### src/rtl/f1_light_seq.sv
// Start-light sequencer: fills a thermometer lamp bar one lamp per en tick, holds
// for an LFSR-derived number of ticks, then extinguishes and pulses lights_out.
module f1_light_seq #(
    parameter int                N_LIGHTS  = 8,
    parameter int                LFSR_W    = 7,
    parameter logic [LFSR_W-1:0] LFSR_TAPS = 7'b1000100,
    parameter int                DELAY_MIN = 1
) (
    input  logic                clk,
    input  logic                rst,
    input  logic                en,
    input  logic                trigger,
    input  logic                abort,
    output logic [N_LIGHTS-1:0] data_out,
    output logic                busy,
    output logic                lights_out,
    output logic [LFSR_W:0]     delay_val
);

    localparam int CNT_W = $clog2(N_LIGHTS + 1);
    localparam int DW    = LFSR_W + 1;

    typedef enum logic [1:0] {IDLE, FILL, HOLD} state_t;

    state_t              state_q, state_d;
    logic [CNT_W-1:0]    count_q, count_d;
    logic [DW-1:0]       hold_q, hold_d;
    logic [DW-1:0]       delay_q, delay_d;
    logic [N_LIGHTS-1:0] data_q, data_d;
    logic                lo_q, lo_d;
    logic [LFSR_W-1:0]   lfsr_q, lfsr_d;
    logic [DW-1:0]       lfsr_delay;

    // Free-running: the hold delay depends on when the fill completes.
    assign lfsr_d     = {lfsr_q[LFSR_W-2:0], ^(lfsr_q & LFSR_TAPS)};
    assign lfsr_delay = {1'b0, lfsr_q} + DW'(DELAY_MIN);

    function automatic logic [N_LIGHTS-1:0] therm(input logic [CNT_W-1:0] n);
        logic [N_LIGHTS-1:0] t;
        t = '0;
        for (int i = 0; i < N_LIGHTS; i++) begin
            t[i] = (CNT_W'(i) < n);
        end
        return t;
    endfunction

    always_ff @(posedge clk or posedge rst) begin
        if (rst) begin
            state_q <= IDLE;
            count_q <= '0;
            hold_q  <= '0;
            delay_q <= '0;
            data_q  <= '0;
            lo_q    <= 1'b0;
            lfsr_q  <= LFSR_W'(1);
        end else begin
            state_q <= state_d;
            count_q <= count_d;
            hold_q  <= hold_d;
            delay_q <= delay_d;
            data_q  <= data_d;
            lo_q    <= lo_d;
            lfsr_q  <= lfsr_d;
        end
    end

    always_comb begin
        state_d = state_q;
        count_d = count_q;
        hold_d  = hold_q;
        delay_d = delay_q;
        data_d  = data_q;
        lo_d    = 1'b0;
        if (abort) begin
            state_d = IDLE;
            count_d = '0;
            hold_d  = '0;
            data_d  = '0;
        end else begin
            case (state_q)
                IDLE: begin
                    data_d = '0;
                    if (trigger) begin
                        state_d = FILL;
                        count_d = '0;
                    end
                end
                FILL: begin
                    if (en) begin
                        count_d = count_q + 1'b1;
                        data_d  = therm(count_d);
                        if (count_d == CNT_W'(N_LIGHTS)) begin
                            state_d = HOLD;
                            data_d  = '1;
                            delay_d = lfsr_delay;
                            hold_d  = lfsr_delay;
                        end
                    end
                end
                HOLD: begin
                    data_d = '1;
                    if (en) begin
                        hold_d = hold_q - 1'b1;
                        if (hold_q == DW'(1)) begin
                            state_d = IDLE;
                            count_d = '0;
                            data_d  = '0;
                            lo_d    = 1'b1;
                        end
                    end
                end
                default: state_d = IDLE;
            endcase
        end
    end

    assign data_out   = data_q;
    assign busy       = (state_q != IDLE);
    assign lights_out = lo_q;
    assign delay_val  = delay_q;

endmodule

### config.mk
export PLATFORM = sky130hd
export DESIGN_NAME = f1_light_seq
export DESIGN_NICKNAME = d
export VERILOG_FILES = /design/src/rtl/f1_light_seq.sv
export SDC_FILE = /design/constraint.sdc
export NUM_CORES = 1
export LEC_CHECK = 0
export CORE_MARGIN = 2
export CORE_UTILIZATION = 55
export CTS_CLUSTER_DIAMETER = 80
export CTS_CLUSTER_SIZE = 20
export DETAILED_ROUTE_END_ITERATION = 12
export PLACE_DENSITY = 0.89
export SETUP_SLACK_MARGIN = 0.02
export SYNTH_ARGS = -nofsm -noshare
export SYNTH_HDL_FRONTEND = slang
export SYNTH_SLANG_ARGS = --single-unit
### constraint.sdc
create_clock -name clk -period 1.9 [get_ports clk]
set_input_delay 0.57 -clock clk [delete_from_list [all_inputs] [get_ports clk]]
set_output_delay 0.57 -clock clk [all_outputs]
set_load 0.01 [all_outputs]
Word level (Yosys, flattened, before mapping)
Cells that the tools add are included.

word-level totals
  bits in registers = 38
  input port bits = 5
  output and inout port bits = 18
  word-level logic and storage cells = 66

operators by class
  add/sub/neg operators = 3
  magnitude comparators = 8
  equal/unequal tests = 9
  multiplexer cells = 28
  bitwise operators = 1
  reductions and logical operators = 10

operators by type and width
  cell                 number
  $mux 8               9
  $pmux 8 s3           1
  $mux 4               5
  $lt 3x4->1 const A   4
  $pmux 8 s2           1
  $ne 3x3->1 const B   5
  $mux 2               6
  $pmux 4 s3           1
  $reduce_and 5->1     2
  $add 7x1->8 const B  1
  $eq 8x1->1 const B   1
  $lt 1x4->1 const A   2
  $lt 2x4->1 const A   2
  $reduce_and 4->1     2
  $sub 8x1->8 const B  1
  $reduce_xor 7->1     1
  $pmux 2 s3           1
  $add 4x1->4 const B  1
  $eq 4x4->1 const B   1
  $mux 1               4
  $reduce_bool 4->1    1
  $reduce_bool 3->1    1
  $eq 2x1->1 const B   1
  $eq 2x2->1 const B   1
  other kinds (4)      4

Logic depth before layout (Yosys ltp)
  depth in word-level cells = 6
  mapped depth = 9
  depth with buffers taken out = 7

Worst setup path after synthesis
OpenSTA, ideal clock, no wires.

  kind = reg2reg
  from = register state_q[1]
  to = register hold_q[1]
  library setup time = 0.139 ns
  arrival time = 1.579 ns
  data required time = 1.761 ns
  path slack = 0.182 ns
  cell stages (with the launch flop) = 9
  buffers on the path = 2
  clock period less this slack = 1.718 ns
  cell sequence = dfrtp_1 inv_1 ha_1 buf_2 nand2_1 o32a_1 buf_4 a211oi_1 a211oi_1

on the way
  longest elaborated chain between the ends = 3
  elaborated cells between the ends (all ways) = 9
  those cells by class = eq/ne (5); mux (2); reduce/logical (2)

RTL lines
  item                                                         RTL line  text
  start, declared                                              25        state_t state_q, state_d;
  start signal, assigned                                       57        state_q <= state_d;
  $eq 2x1->1 or $eq 2x2->1 (tied branches)                     80        case (state_q)
  $ne 3x3->1 (no source line) (tied with other cells)          -
  $reduce_and 4->1 (no source line) or $mux 8 (tied branches)  -
  end signal, assigned                                         59        hold_q <= hold_d;
  end, declared                                                27        logic [DW-1:0] hold_q, hold_d;

Parallel ways exist; a longest one is shown, timed or not.
A chain may end at the register's enable or synchronous reset.

Final worst setup path
  from = input en
  to = register data_q[0] (netlist: data_out[0])

on the way
  longest elaborated chain between the ends = 3
  elaborated cells between the ends (all ways) = 5
  those cells by class = eq/ne (1); mux (3); reduce/logical (1)

RTL lines
  item                  RTL line  text
  start, declared       11        input logic en,
  $mux 8                102       if (en) begin
  $pmux 8 s3            80
  $mux 8                74        if (abort) begin
  end signal, assigned  61        data_q <= data_d;
  end, declared         29        logic [N_LIGHTS-1:0] data_q, data_d;

Parallel ways exist; a longest one is shown, timed or not.

==> results.py <==
metrics = {
    "run_status": {
        "outcome": "finished, final reports clean",
    },
    "finish": {
        "syn_to_final_growth_pct": 34.09,
        "nNetsFinal": 274,
        "drive_gt1_frac": 0.2605,
        "post-route-util": 0.7561,
        "antenna-diode-count": 0,
        "design_area_um2": 2726,
        "fillerInstances": 209,
    },
    "sta": {
        "slew_headroom": 0.7342,
        "final_min_period_over_clock_period": 0.9697,
        "finalHoldViolCount": 0,
        "timing.hold.ws_ps": 444.0,
        "timing_worst_slew_pin_value_ps": 395.0,
        "setup_viol": 0,
        "clock.fmax_mhz": 542.8,
        "finalClockSkew_ps": 6.753,
        "slew_violations": 0,
        "fin_crit_ps": 1842,
        "setup_repair_after_global_routing_missed_its_margin": "yes",
    },
    "setup_path": {
        "worst-endpoint-arrival_ps": 2010,
        "timing.critical_path.cells": "clkdlybuf4s50_1 > buf_4 > nand4_1 > a22o_1 > nand4_2 > o311ai_1",
        "critPathCaptureType": "flop",
        "setup.worst_path.start_class": "input port",
        "worstSetupPathType": "in -> reg",
        "timing.critical_path.from": "en",
        "worst_ep_required_time_ps": 2060,
        "max_stage_delay_ps": 540,
        "cell_with_the_biggest_individual_delay_on_the_critical_path": "sky130_fd_sc_hd__clkdlybuf4s50_1",
        "worst_r2r_startpoint": "state_q[1]",
        "top_fanout_value_on_the_critical_path": 8,
    },
    "clocking": {
        "worst_setup_hold_path_clk_slew_ps": 80,
        "clkLatencyLatePin_ps": 300,
        "clkSinkCount": 38,
        "cts_tree": "yes",
        "cts_inserted_buffers": 5,
        "cts_root_buffer": "sky130_fd_sc_hd__clkbuf_8",
        "h-tree-depth": 2,
        "cts_buffer_depth": 2,
    },
    "job": {
        "max_cap_violations": 0,
    },
    "detailed_routing": {
        "met2WireLength_mm": 2.630,
        "drtAntennaViolNets": 0,
        "via_count": 1898,
        "wl_met3_um": 337,
        "wirelength_mm": 5.429,
        "detail_route.drc_violations": 0,
        "detail_route.wirelength.met1_mm": 2.276,
        "drtPass1Iterations": 5,
        "avgRoutedWirePerCell_um": 17.57,
        "topRoutingLayerUsed": "met4",
        "detailedRoute.firstIterationViolations": 208,
        "drt-vias-per-instance": 6.142,
    },
    "yosys": {
        "synth_area_leader_cell": "sky130_fd_sc_hd__dfrtp_1",
        "synthFlopType": "sky130_fd_sc_hd__dfrtp_1",
        "post_synth_instance_area_um2": 2033,
        "synth_async_sr_flop_share": 1.000,
        "post_synth_edffs": 0,
        "sequential_fraction_of_the_synthesis_area": 0.4683,
        "syn-num-nets": 220,
        "synthDistinctLibCells": 48,
        "ys_seq_elements": 38,
        "synth_area_per_cell_um2": 9.870,
        "syn-instance-count": 206,
        "synth.top_cell.area_share": 0.4554,
        "yosys_warnings": 0,
        "post_synth_main_area_contributors": "sky130_fd_sc_hd__dfrtp_1, sky130_fd_sc_hd__ha_1, sky130_fd_sc_hd__nand2_1, sky130_fd_sc_hd__nand3_1, sky130_fd_sc_hd__o21ai_0",
    },
    "placement": {
        "gpl_wtd_cong": 0.8721,
        "io_buffers": 22,
        "detailed_place_hpwl_mm": 3.369,
        "placed_cell_area_um2": 2494,
    },
    "min_path": {
        "worst_hold_path_startpoint": "lfsr_q[4]",
        "timing.hold.worst.class": "reg -> reg",
    },
    "global_routing": {
        "grt_max_degree": 39,
        "grt.total_usage": 0.2620,
        "grt.overflow.total": 0,
        "grt_antenna_before_repair": 0,
        "via_count_of_the_first_global_routing_pass": 1781,
        "grt_pass1_wl_mm": 8.418,
    },
    "pwr": {
        "switching_share": 0.3012,
        "switching_power_mw": 0.6642,
        "seq_power_share": 0.391,
        "total_leakage_power_nw": 1.218,
        "power_density_nw_per_um2": 808.8,
        "power.total_mw": 2.205,
        "power.share.combinational": 0.278,
        "clkPwrFrac": 0.330,
        "vdd_ir_drop_max_v": 0.0006165,
        "intPower_mw": 1.541,
    },
    "die": {
        "fp.coreArea_um2": 3606,
        "die_height_um": 64.80,
        "die_w_um": 64.80,
        "initial_core_util": 0.5638,
        "die_area_um2": 4199,
        "floorplan.io_pins": 23,
        "fp_rows": 22,
    },
}
==> registers in the layout, summed over array words and instances (netlist names) <==
name        flops
delay_val       8
lfsr_q          7
state_q         2
lights_out      1
data_out        8
count_q         4
hold_q          8
==> kinds of logic (layout without fill, tap and decap cells) <==
kind of cell / after synthesis / in the layout / share of synthesized area
simple gates: 73 / 73 / 0.1902
compound gates: 50 / 50 / 0.1649
flops: 38 / 38 / 0.4683
buf+inv: 20 / 75 / 0.04123
fa+ha+maj: 9 / 9 / 0.05539
xor+xnor: 8 / 8 / 0.03816
mux: 8 / 8 / 0.04185
==> repair_timing <==
action / 4_1_cts / 5_1_grt
hold buffers: 0 / 0
setup buffers: 1 / 4
setup endpoints to repair: 3 / 27
pin swaps: 1 / 5
gates resized for setup: 5 / 22
==> power by group through the flow <==
| stage | Combinational (mW) | Clock [mW] | Sequential (mW) |
|---|---|---|---|
| after floorplan | 0.293 | 0 | 0.868 |
| after global placement | 0.482 | 0 | 0.868 |
| after detailed placement | 0.495 | 0 | 0.870 |
| after CTS | 0.516 | 0.719 | 0.855 |
| after global routing | 0.660 | 0.765 | 0.867 |
| final | 0.614 | 0.728 | 0.863 |
==> final cells by class <==
| type | instances | area (um^2) | share of cell area |
|---|---|---|---|
| Timing Repair Buffer | 54 | 471.7 | 0.1730 |
| Inverter | 13 | 48.80 | 0.01790 |
| Multi-Input combinational cell | 148 | 1076 | 0.3947 |
| Tap cell | 48 | 60.06 | 0.02203 |
| Clock inverter | 1 | 30.03 | 0.01101 |
| Clock buffer | 7 | 86.33 | 0.03167 |
| Sequential cell | 38 | 953.4 | 0.3497 |
==> layout by cell type (no fill, tap or decap), drive strengths merged, types with 2 or more instances in the layout <==
| cell type | Yosys | layout |
|---|---|---|
| a211oi | 2 | 2 |
| a21oi | 13 | 13 |
| a31oi | 3 | 3 |
| buf | 5 | 32 |
| clkbuf | 2 | 8 |
| clkdlybuf4s50 | 0 | 21 |
| dfrtp | 37 | 37 |
| ha | 9 | 9 |
| inv | 12 | 12 |
| mux2 | 4 | 4 |
| mux2i | 4 | 4 |
| nand2 | 20 | 20 |
| nand2b | 3 | 3 |
| nand3 | 13 | 13 |
| nand4 | 7 | 7 |
| nor2 | 14 | 14 |
| nor3 | 7 | 7 |
| nor4 | 2 | 2 |
| nor4b | 2 | 2 |
| o211ai | 4 | 4 |
| o21ai | 15 | 15 |
| o311ai | 2 | 2 |
| or3 | 3 | 3 |
| xnor2 | 3 | 3 |
| xor2 | 5 | 5 |
==> cells in the mapped netlist (all sizes together) (2+ instances only) <==
master  instances
xor2            5
nand3          13
buf             5
a211oi          2
nor4b           2
o311ai          2
inv            12
clkbuf          2
nand2b          3
a21oi          13
a31oi           3
nand2          20
nand4           7
nor2           14
o21ai          15
mux2            4
mux2i           4
ha              9
xnor2           3
nor4            2
o211ai          4
dfrtp          37
nor3            7
or3             3
==> worst max-delay path: cells and delay by family <==
| family | cells | cell delay (ps) |
|---|---|---|
| AO/OA/AOI/OAI | 2 | 430 |
| buffers and inverters | 2 | 690 |
| AND/OR/NAND/NOR | 2 | 320 |
==> layer usage <==
| layer | vias to the layer above | GRT usage |
|---|---|---|
| met5 | - | 0 |
| met4 | 0 | 0.1223 |
| met3 | 22 | 0.05382 |
| met2 | 83 | 0.4021 |
| met1 | 942 | 0.3567 |
| li1 | 851 | - |
==> final timing paths <==
path	end	slack (ps)	cells past startpoint
worst max-delay path	data_out[0]	60	6
worst min-delay path	lfsr_q[5]	440	0
worst max register to register	count_q[1]	70	7
worst min register to register	lfsr_q[5]	440	0
max in group asynchronous	lfsr_q[0]	1030	3
min in group asynchronous	data_out[7]	620	3
==> metrics by stage <==
step / worst slack (ps) / instances / TNS [ps]
after global routing: -16.31 / 309 / -37.10
after global placement: -205.0 / 296 / -3693
final: 57.58 / 309 / 0
after CTS: 12.92 / 305 / 0
after floorplan: 181.8 / 206 / 0
after detailed placement: -257.3 / 296 / -4927
No activity file was read; power rests on OpenSTA's default activity.
